**config.mk**
```make
export PLATFORM = sky130hd
export DESIGN_NAME = alu_share_arbiter_flat
export DESIGN_NICKNAME = d
export VERILOG_FILES = /design/src/rtl/alu_share_arbiter_if.sv /design/src/rtl/alu_share_arbiter.sv /design/src/flat_wrapper.sv
export SDC_FILE = /design/constraint.sdc
export NUM_CORES = 1
export LEC_CHECK = 0
export ABC_AREA = 1
export CORE_UTILIZATION = 40
export CTS_CLUSTER_DIAMETER = 100
export DETAILED_ROUTE_END_ITERATION = 12
export PLACE_DENSITY = 0.87
export SLEW_MARGIN = 20
export SYNTH_ARGS = -nofsm -noshare
export SYNTH_HDL_FRONTEND = slang
export SYNTH_SLANG_ARGS = --single-unit
```
**constraint.sdc**
```tcl
create_clock -name clk -period 1.95 [get_ports clk]
set_clock_uncertainty 0.2 [all_clocks]
set_input_delay 0.39 -clock clk [delete_from_list [all_inputs] [get_ports clk]]
set_output_delay 0.39 -clock clk [all_outputs]
set_load 0.005 [all_outputs]
```
**src/rtl/alu_share_arbiter_if.sv**
```systemverilog
// Bus bundle for alu_share_arbiter: two request channels, the shared-ALU port and
// the tagged response channel. slave = arbiter side, master = clients/ALU/consumer side.
interface alu_share_arbiter_if #(
    parameter int unsigned WIDTH = 32
) ();

    logic             req0_valid;
    logic             req0_ready;
    logic [WIDTH-1:0] req0_a;
    logic [WIDTH-1:0] req0_b;
    logic [1:0]       req0_op;

    logic             req1_valid;
    logic             req1_ready;
    logic [WIDTH-1:0] req1_a;
    logic [WIDTH-1:0] req1_b;
    logic [1:0]       req1_op;

    logic [WIDTH-1:0] alu_a;
    logic [WIDTH-1:0] alu_b;
    logic [1:0]       alu_op;
    logic [WIDTH-1:0] alu_y;

    logic             rsp_valid;
    logic             rsp_ready;
    logic [WIDTH-1:0] rsp_y;
    logic             rsp_id;
    logic             rsp_zero;

    modport slave (
        input  req0_valid, req0_a, req0_b, req0_op,
        output req0_ready,
        input  req1_valid, req1_a, req1_b, req1_op,
        output req1_ready,
        output alu_a, alu_b, alu_op,
        input  alu_y,
        output rsp_valid, rsp_y, rsp_id, rsp_zero,
        input  rsp_ready
    );

    modport master (
        output req0_valid, req0_a, req0_b, req0_op,
        input  req0_ready,
        output req1_valid, req1_a, req1_b, req1_op,
        input  req1_ready,
        input  alu_a, alu_b, alu_op,
        output alu_y,
        input  rsp_valid, rsp_y, rsp_id, rsp_zero,
        output rsp_ready
    );

endinterface

```
**src/rtl/alu_share_arbiter.sv**
```systemverilog
// Shares one combinational ALU between two clients: arbitrate, issue, capture, respond.
// Define ALU_ARB_ROUND_ROBIN_EN for round-robin arbitration; default is fixed priority.
module alu_share_arbiter #(
    parameter int unsigned WIDTH = 32
) (
    input  logic                 clk,
    input  logic                 rst_n,
    alu_share_arbiter_if.slave   bus_io
);

    typedef enum logic [1:0] {StIdle, StExec, StResp} state_e;

    state_e           state_q, state_d;
    logic [WIDTH-1:0] alu_a_q, alu_a_d;
    logic [WIDTH-1:0] alu_b_q, alu_b_d;
    logic [1:0]       alu_op_q, alu_op_d;
    logic             id_q, id_d;
    logic [WIDTH-1:0] rsp_y_q, rsp_y_d;
    logic             rsp_zero_q, rsp_zero_d;

    logic             prefer0;
    logic             gnt0;
    logic             gnt1;
    logic             accept;

`ifdef ALU_ARB_ROUND_ROBIN_EN
    // High when client 1 held the last grant, so client 0 wins the next contest.
    logic last_q, last_d;

    assign prefer0 = last_q;
    assign last_d  = accept ? gnt1 : last_q;

    always_ff @(posedge clk or negedge rst_n) begin
        if (!rst_n) begin
            last_q <= 1'b1;
        end else begin
            last_q <= last_d;
        end
    end
`else
    assign prefer0 = 1'b1;
`endif

    // Grants are held off while reset is asserted, even though the state reads idle.
    always_comb begin
        gnt0 = 1'b0;
        gnt1 = 1'b0;
        if (state_q == StIdle && rst_n) begin
            gnt0 = bus_io.req0_valid & (prefer0 | ~bus_io.req1_valid);
            gnt1 = bus_io.req1_valid & ~gnt0;
        end
    end

    assign accept = gnt0 | gnt1;

    always_comb begin
        state_d    = state_q;
        alu_a_d    = alu_a_q;
        alu_b_d    = alu_b_q;
        alu_op_d   = alu_op_q;
        id_d       = id_q;
        rsp_y_d    = rsp_y_q;
        rsp_zero_d = rsp_zero_q;

        unique case (state_q)
            StIdle: begin
                if (accept) begin
                    alu_a_d  = gnt1 ? bus_io.req1_a  : bus_io.req0_a;
                    alu_b_d  = gnt1 ? bus_io.req1_b  : bus_io.req0_b;
                    alu_op_d = gnt1 ? bus_io.req1_op : bus_io.req0_op;
                    id_d     = gnt1;
                    state_d  = StExec;
                end
            end
            StExec: begin
                rsp_y_d    = bus_io.alu_y;
                rsp_zero_d = (bus_io.alu_y == '0);
                state_d    = StResp;
            end
            StResp: begin
                if (bus_io.rsp_ready) begin
                    state_d = StIdle;
                end
            end
            default: begin
                state_d = StIdle;
            end
        endcase
    end

    always_ff @(posedge clk or negedge rst_n) begin
        if (!rst_n) begin
            state_q    <= StIdle;
            alu_a_q    <= '0;
            alu_b_q    <= '0;
            alu_op_q   <= 2'b00;
            id_q       <= 1'b0;
            rsp_y_q    <= '0;
            rsp_zero_q <= 1'b1;
        end else begin
            state_q    <= state_d;
            alu_a_q    <= alu_a_d;
            alu_b_q    <= alu_b_d;
            alu_op_q   <= alu_op_d;
            id_q       <= id_d;
            rsp_y_q    <= rsp_y_d;
            rsp_zero_q <= rsp_zero_d;
        end
    end

    assign bus_io.req0_ready = gnt0;
    assign bus_io.req1_ready = gnt1;
    assign bus_io.alu_a      = alu_a_q;
    assign bus_io.alu_b      = alu_b_q;
    assign bus_io.alu_op     = alu_op_q;
    // Decoded from state so an asynchronous reset drops it immediately.
    assign bus_io.rsp_valid  = (state_q == StResp);
    assign bus_io.rsp_y      = rsp_y_q;
    assign bus_io.rsp_id     = id_q;
    assign bus_io.rsp_zero   = rsp_zero_q;

endmodule
```
**src/flat_wrapper.sv**
```systemverilog
// flat-port wrapper written by rule: the top's interface ports become plain ports
module alu_share_arbiter_flat 
#(
    parameter int unsigned WIDTH = 32
)
  (clk, rst_n, bus_io_req0_valid, bus_io_req0_a, bus_io_req0_b, bus_io_req0_op, bus_io_req0_ready, bus_io_req1_valid, bus_io_req1_a, bus_io_req1_b, bus_io_req1_op, bus_io_req1_ready, bus_io_alu_a, bus_io_alu_b, bus_io_alu_op, bus_io_alu_y, bus_io_rsp_valid, bus_io_rsp_y, bus_io_rsp_id, bus_io_rsp_zero, bus_io_rsp_ready);
  alu_share_arbiter_if #(.WIDTH(WIDTH)) bus_io_i ();
  input  logic clk;
  input  logic rst_n;
  input wire logic [$bits(bus_io_i.req0_valid)-1:0] bus_io_req0_valid;
  input wire logic [$bits(bus_io_i.req0_a)-1:0] bus_io_req0_a;
  input wire logic [$bits(bus_io_i.req0_b)-1:0] bus_io_req0_b;
  input wire logic [$bits(bus_io_i.req0_op)-1:0] bus_io_req0_op;
  output wire logic [$bits(bus_io_i.req0_ready)-1:0] bus_io_req0_ready;
  input wire logic [$bits(bus_io_i.req1_valid)-1:0] bus_io_req1_valid;
  input wire logic [$bits(bus_io_i.req1_a)-1:0] bus_io_req1_a;
  input wire logic [$bits(bus_io_i.req1_b)-1:0] bus_io_req1_b;
  input wire logic [$bits(bus_io_i.req1_op)-1:0] bus_io_req1_op;
  output wire logic [$bits(bus_io_i.req1_ready)-1:0] bus_io_req1_ready;
  output wire logic [$bits(bus_io_i.alu_a)-1:0] bus_io_alu_a;
  output wire logic [$bits(bus_io_i.alu_b)-1:0] bus_io_alu_b;
  output wire logic [$bits(bus_io_i.alu_op)-1:0] bus_io_alu_op;
  input wire logic [$bits(bus_io_i.alu_y)-1:0] bus_io_alu_y;
  output wire logic [$bits(bus_io_i.rsp_valid)-1:0] bus_io_rsp_valid;
  output wire logic [$bits(bus_io_i.rsp_y)-1:0] bus_io_rsp_y;
  output wire logic [$bits(bus_io_i.rsp_id)-1:0] bus_io_rsp_id;
  output wire logic [$bits(bus_io_i.rsp_zero)-1:0] bus_io_rsp_zero;
  input wire logic [$bits(bus_io_i.rsp_ready)-1:0] bus_io_rsp_ready;
  assign bus_io_i.req0_valid = bus_io_req0_valid;
  assign bus_io_i.req0_a = bus_io_req0_a;
  assign bus_io_i.req0_b = bus_io_req0_b;
  assign bus_io_i.req0_op = bus_io_req0_op;
  assign bus_io_req0_ready = bus_io_i.req0_ready;
  assign bus_io_i.req1_valid = bus_io_req1_valid;
  assign bus_io_i.req1_a = bus_io_req1_a;
  assign bus_io_i.req1_b = bus_io_req1_b;
  assign bus_io_i.req1_op = bus_io_req1_op;
  assign bus_io_req1_ready = bus_io_i.req1_ready;
  assign bus_io_alu_a = bus_io_i.alu_a;
  assign bus_io_alu_b = bus_io_i.alu_b;
  assign bus_io_alu_op = bus_io_i.alu_op;
  assign bus_io_i.alu_y = bus_io_alu_y;
  assign bus_io_rsp_valid = bus_io_i.rsp_valid;
  assign bus_io_rsp_y = bus_io_i.rsp_y;
  assign bus_io_rsp_id = bus_io_i.rsp_id;
  assign bus_io_rsp_zero = bus_io_i.rsp_zero;
  assign bus_io_i.rsp_ready = bus_io_rsp_ready;
  alu_share_arbiter #(.WIDTH(WIDTH)) u_core (.clk(clk), .rst_n(rst_n), .bus_io(bus_io_i));
endmodule
```
Yosys cells after proc, flatten, opt, wreduce, memory -nomap -nowiden. Index checks and enable logic that the tools add are counted.

Input port bits: 169. Word-level logic and storage cells: 27. Bits in registers: 102.

Multiplexer cells: 8. Bitwise gates (word level): 3. Reduce and logical (&&, ||, !) cells: 5. Eq/ne operators: 4.

Operators with widths (number): two-way mux 32 bit (2); logical NOT 32 bit (1); two-way mux 2 bit (3); case mux 2 bit (3 select lines) (1); inequality test 2 x 1 -> 1 bit, second input constant (2); AND reduction 2 bit (2); equality test 2 x 1 -> 1 bit, second input constant (1); equality test 2 bit, second input constant (1); logical NOT 2 bit (1); two-way mux 1 bit (2); bitwise AND 1 bit (1); logical AND 1 bit (1); NOT 1 bit (1); OR 1 bit (1).

Logic depth before layout (Yosys ltp).
Depth in word-level cells: 6. Gate-level depth with buffers: 8.

Worst setup path before layout. No wires, ideal clock.

Kind: flip-flop to output port. Start: reg u_core.state_q[0]. End: out bus_io_req0_ready. Stages on the path, launching flop included: 6. Path slack: 0.266 ns. Data arrival time: 1.094 ns. Buffers on the path: 2. Path through: dfrtp_1 > nor2_4 > nand3_2 > buf_2 > buf_2 > inv_1.

Cells in the longest elaborated chain, start to end: 3.

RTL lines: start, declared (line alu_share_arbiter.sv:13) `state_e state_q, state_d;`; start signal, assigned (line alu_share_arbiter.sv:93) `state_q <= StIdle;`; start signal, assigned (line alu_share_arbiter.sv:101) `state_q <= state_d;`; logical NOT 2 bit (line alu_share_arbiter.sv:48) `if (state_q == StIdle && rst_n) begin`; logical AND 1 bit (line alu_share_arbiter.sv:48); two-way mux 1 bit (line alu_share_arbiter.sv:48); end, declared (line flat_wrapper.sv:14) `output wire logic [$bits(bus_io_i.req0_ready)-1:0] bus_io_req0_ready;`.

No other way between the ends.

Worst setup path in the final report.
Start: reg u_core.state_q[0]. End: reg u_core.alu_a_q[28], in the netlist u_core.bus_io.alu_a[28].

Cells in the longest elaborated chain, start to end: 5.

RTL lines: logical NOT 2 bit (*) (line alu_share_arbiter.sv:48, alu_share_arbiter.sv:65); logical AND 1 bit (line alu_share_arbiter.sv:48); two-way mux 1 bit (line alu_share_arbiter.sv:48); OR 1 bit (line alu_share_arbiter.sv:54) `assign accept = gnt0 | gnt1;`; AND reduction 2 bit (no line); end signal, assigned (line alu_share_arbiter.sv:102) `alu_a_q <= alu_a_d;`; end, declared (line alu_share_arbiter.sv:14) `logic [WIDTH-1:0] alu_a_q, alu_a_d;`.

Every way passes the cells marked *; elsewhere a longest branch is shown, timed or not. A chain may end at the register's enable or synchronous reset.

==> metrics <==
layout cells sized above 1=0.106; DRC=0; Root Buffer=clkbuf_16; detailed-route wire length=18700 microns; worst path arrival time=1.92 ns; CORE AREA=between 0.01 and 0.015 sq mm; Synth Warn #=0; CTS Buf Count=9; Port Buf Inserts=about 270; Crit Path Class=reg -> reg; gr usage total=0.254; cells after synthesis=roughly 640; Initial Util=0.411; commonest cells in the netlist=dfrtp_1, nand2_1, nor2_1; DR WL/cell=around 17 microns; clock transition at the registers of the reported paths=approximately 0.070 ns; initial antenna violation count=0; post-synthesis net count=807; max-slew violations=0; R2R setup slack=around 0.056 ns; GR Util met1=0.289; placed cell area=roughly 0.008 sq mm; Max VDD drop=~480 uV; row count=between 40 and 50; Layout area overhead=69.4%; maximum clock path buffer count=2; Power Total=0.00979 W; antenna-violating nets left=0; TritonCTS clock tree=built; Final #Nets=roughly 1100; post-synth top area cell=dfrtp_1; global routing's busiest layer=met2; Antenna Cells=0; CTS HTree Levels=3; GR met3 Demand/Resource=0.0795; Yosys cell types=19; grt total ovfl=0; cell with the most instances after synthesis=dfrtp_1; final setup fails=0; Synth Area per Inst=8.14 sq um; die width=approximately 120 microns; Ports=between 200 and 300; CTS Sinks=~100; placed cell count=between 1000 and 1500; Reg-to-Reg Start=u_core.state_q[0]; crit path time final=1.89 ns; crit share post-route=0.971; Finished Cell Area=0.00880 sq mm; Die Ht=roughly 120 microns; TritonRoute pass-1 iters=5; RSZ-0062 raised after global routing=false; Max Cap Violations=0; vias in the first global route=~5300; final hold violation count=0; Main synth FF type=dfrtp_1; Hold Path Depth=2; R2R Path End=u_core.bus_io.alu_a[28]; DPL Wire Length=12500 microns; EDFF count, synth=0; die area=0.0134 sq mm; relative slew slack=0.765; Seq/Total Area, Yosys=0.492; CP Capture Type=register; Startpoint Class=register; critical path peak fanout=65; highest clock rate=approximately 530 MHz; Synth async-reset ratio=1.00; gpl congestion=between 0.7 and 0.8; Min-Delay Startpoint=u_core.bus_io.rsp_id; worst slack at placement=-0.278 ns; min setup slack post-route=0.0560 ns; Worst R2R Path Depth=8; DR vias=approximately 5700; Non-Filler Instances=1088; Vias/cell=between 5 and 6; met2 usage=0.441; outcome=complete, no violations; HP Class=reg -> reg; worst skew pair latency=~0.33 ns; Synth area leaders=dfrtp_1, nand4_1, nand3_1; global-route wire length before repair=approximately 26000 microns; pin count of the biggest net entering global routing=between 60 and 70; Least-Margin Pin Slew=~0.35 ns; Iter 0 DRT Violations=between 400 and 500; Hold Slack=approximately 0.28 ns; Leakage=approximately 3.9 nW; top-area cell type share of the netlist area=0.487; #FFs+latches synth=around 100; Req. time, crit path=approximately 2.0 ns; mapped cell area=0.00519 sq mm; Pwr per Cell Area=roughly 1100 mW/mm^2; WHS Endpoint=u_core.bus_io.rsp_id
[state kept, by name, indices dropped and copies added (netlist names)]
register and cells:
u_core.bus_io.alu_a 32, u_core.bus_io.alu_b 32, u_core.bus_io.alu_op 2, u_core.bus_io.rsp_id 1, u_core.bus_io.rsp_y 32, u_core.bus_io.rsp_zero 1
u_core.state_q 2
[cells by family (layout without fill, tap and decap cells)]
logic type,after synthesis,after routing,share of synthesized area
AO/OA/AOI/OAI,71,71,0.0684
buffers and inverters,129,406,0.104
flip-flops,102,102,0.492
multiplexers,27,27,0.0586
AND/OR/NAND/NOR,309,310,0.277
[placed cells by master (no fill, tap or decap), drive strengths merged]
master / n
nor3: 1
clkinv: 3
clkdlybuf4s50: 265
nor2: 86
dfstp: 1
nand4: 68
buf: 40
nand3: 70
bufinv: 1
inv: 75
clkbuf: 17
dfrtp: 101
clkinvlp: 1
nand2: 85
o21ai: 71
dlygate4sd3: 1
dlygate4sd2: 3
mux2: 27
[power breakdown]
part / total, W / internal [W] / switching [W]
clock: 0.00179 / 0.00100 / 0.000789
combinational: 0.00446 / 0.00276 / 0.00170
sequential: 0.00354 / 0.00303 / 0.000515
[worst max path at each step]
stage | from | endpoint | slack (ns) | depth (start not counted)
finish | u_core.state_q[0] | u_core.bus_io.alu_a[28] | 0.06 | 8
global route | u_core.state_q[0] | u_core.bus_io.alu_a[6] | 0.0004 | 8
CTS | u_core.state_q[1] | u_core.bus_io.alu_b[2] | -0.12 | 11
detailed placement | bus_io_req0_valid | bus_io_req1_ready | -0.28 | 5
global placement | bus_io_req0_valid | bus_io_req1_ready | -0.26 | 5
floorplan | u_core.state_q[0] | bus_io_req0_ready | 0.27 | 5
[metrics by stage]
stage                     TNS (ns)  utilization
after floorplan                  0            -
after global placement       -6.33        0.646
after detailed placement     -8.59        0.646
after CTS                    -4.73        0.677
after global routing             0        0.697
final                            0        0.697
[worst max-delay path, cell delays in order (launching register included)]
cell	delay, ns
dfrtp_1	0.41
nor2_4	0.19
buf_6	0.14
buf_4	0.10
buf_4	0.11
buf_16	0.25
nand4_1	0.15
nand2_1	0.10
o21ai_1	0.05
[layer usage]
| metal | part of all wire | vias up |
|---|---|---|
| met5 | 0 | - |
| met1 | 0.38 | 2712 |
| li1 | - | 2658 |
| met2 | 0.50 | 302 |
| met3 | 0.095 | 37 |
| met4 | 0.030 | 0 |
[area by class of cell]
type	count	area, sq um
Multi-Input combinational cell	408	2160
Tap cell	172	215
Timing Repair Buffer	315	3300
Sequential cell	102	2550
Clock inverter	5	60.1
Fill cell	1004	3820
Clock buffer	11	233
Inverter	75	282
[timing repair]
action,4_1_cts,5_1_grt
endpoints found under the setup margin,4,67
hold endpoints to repair,18,0
cloned,0,11
gates resized for setup,49,13
hold buffers,1,0
pin swaps,3,6
setup buffers,10,2
(Power assumes the default switching activity.)
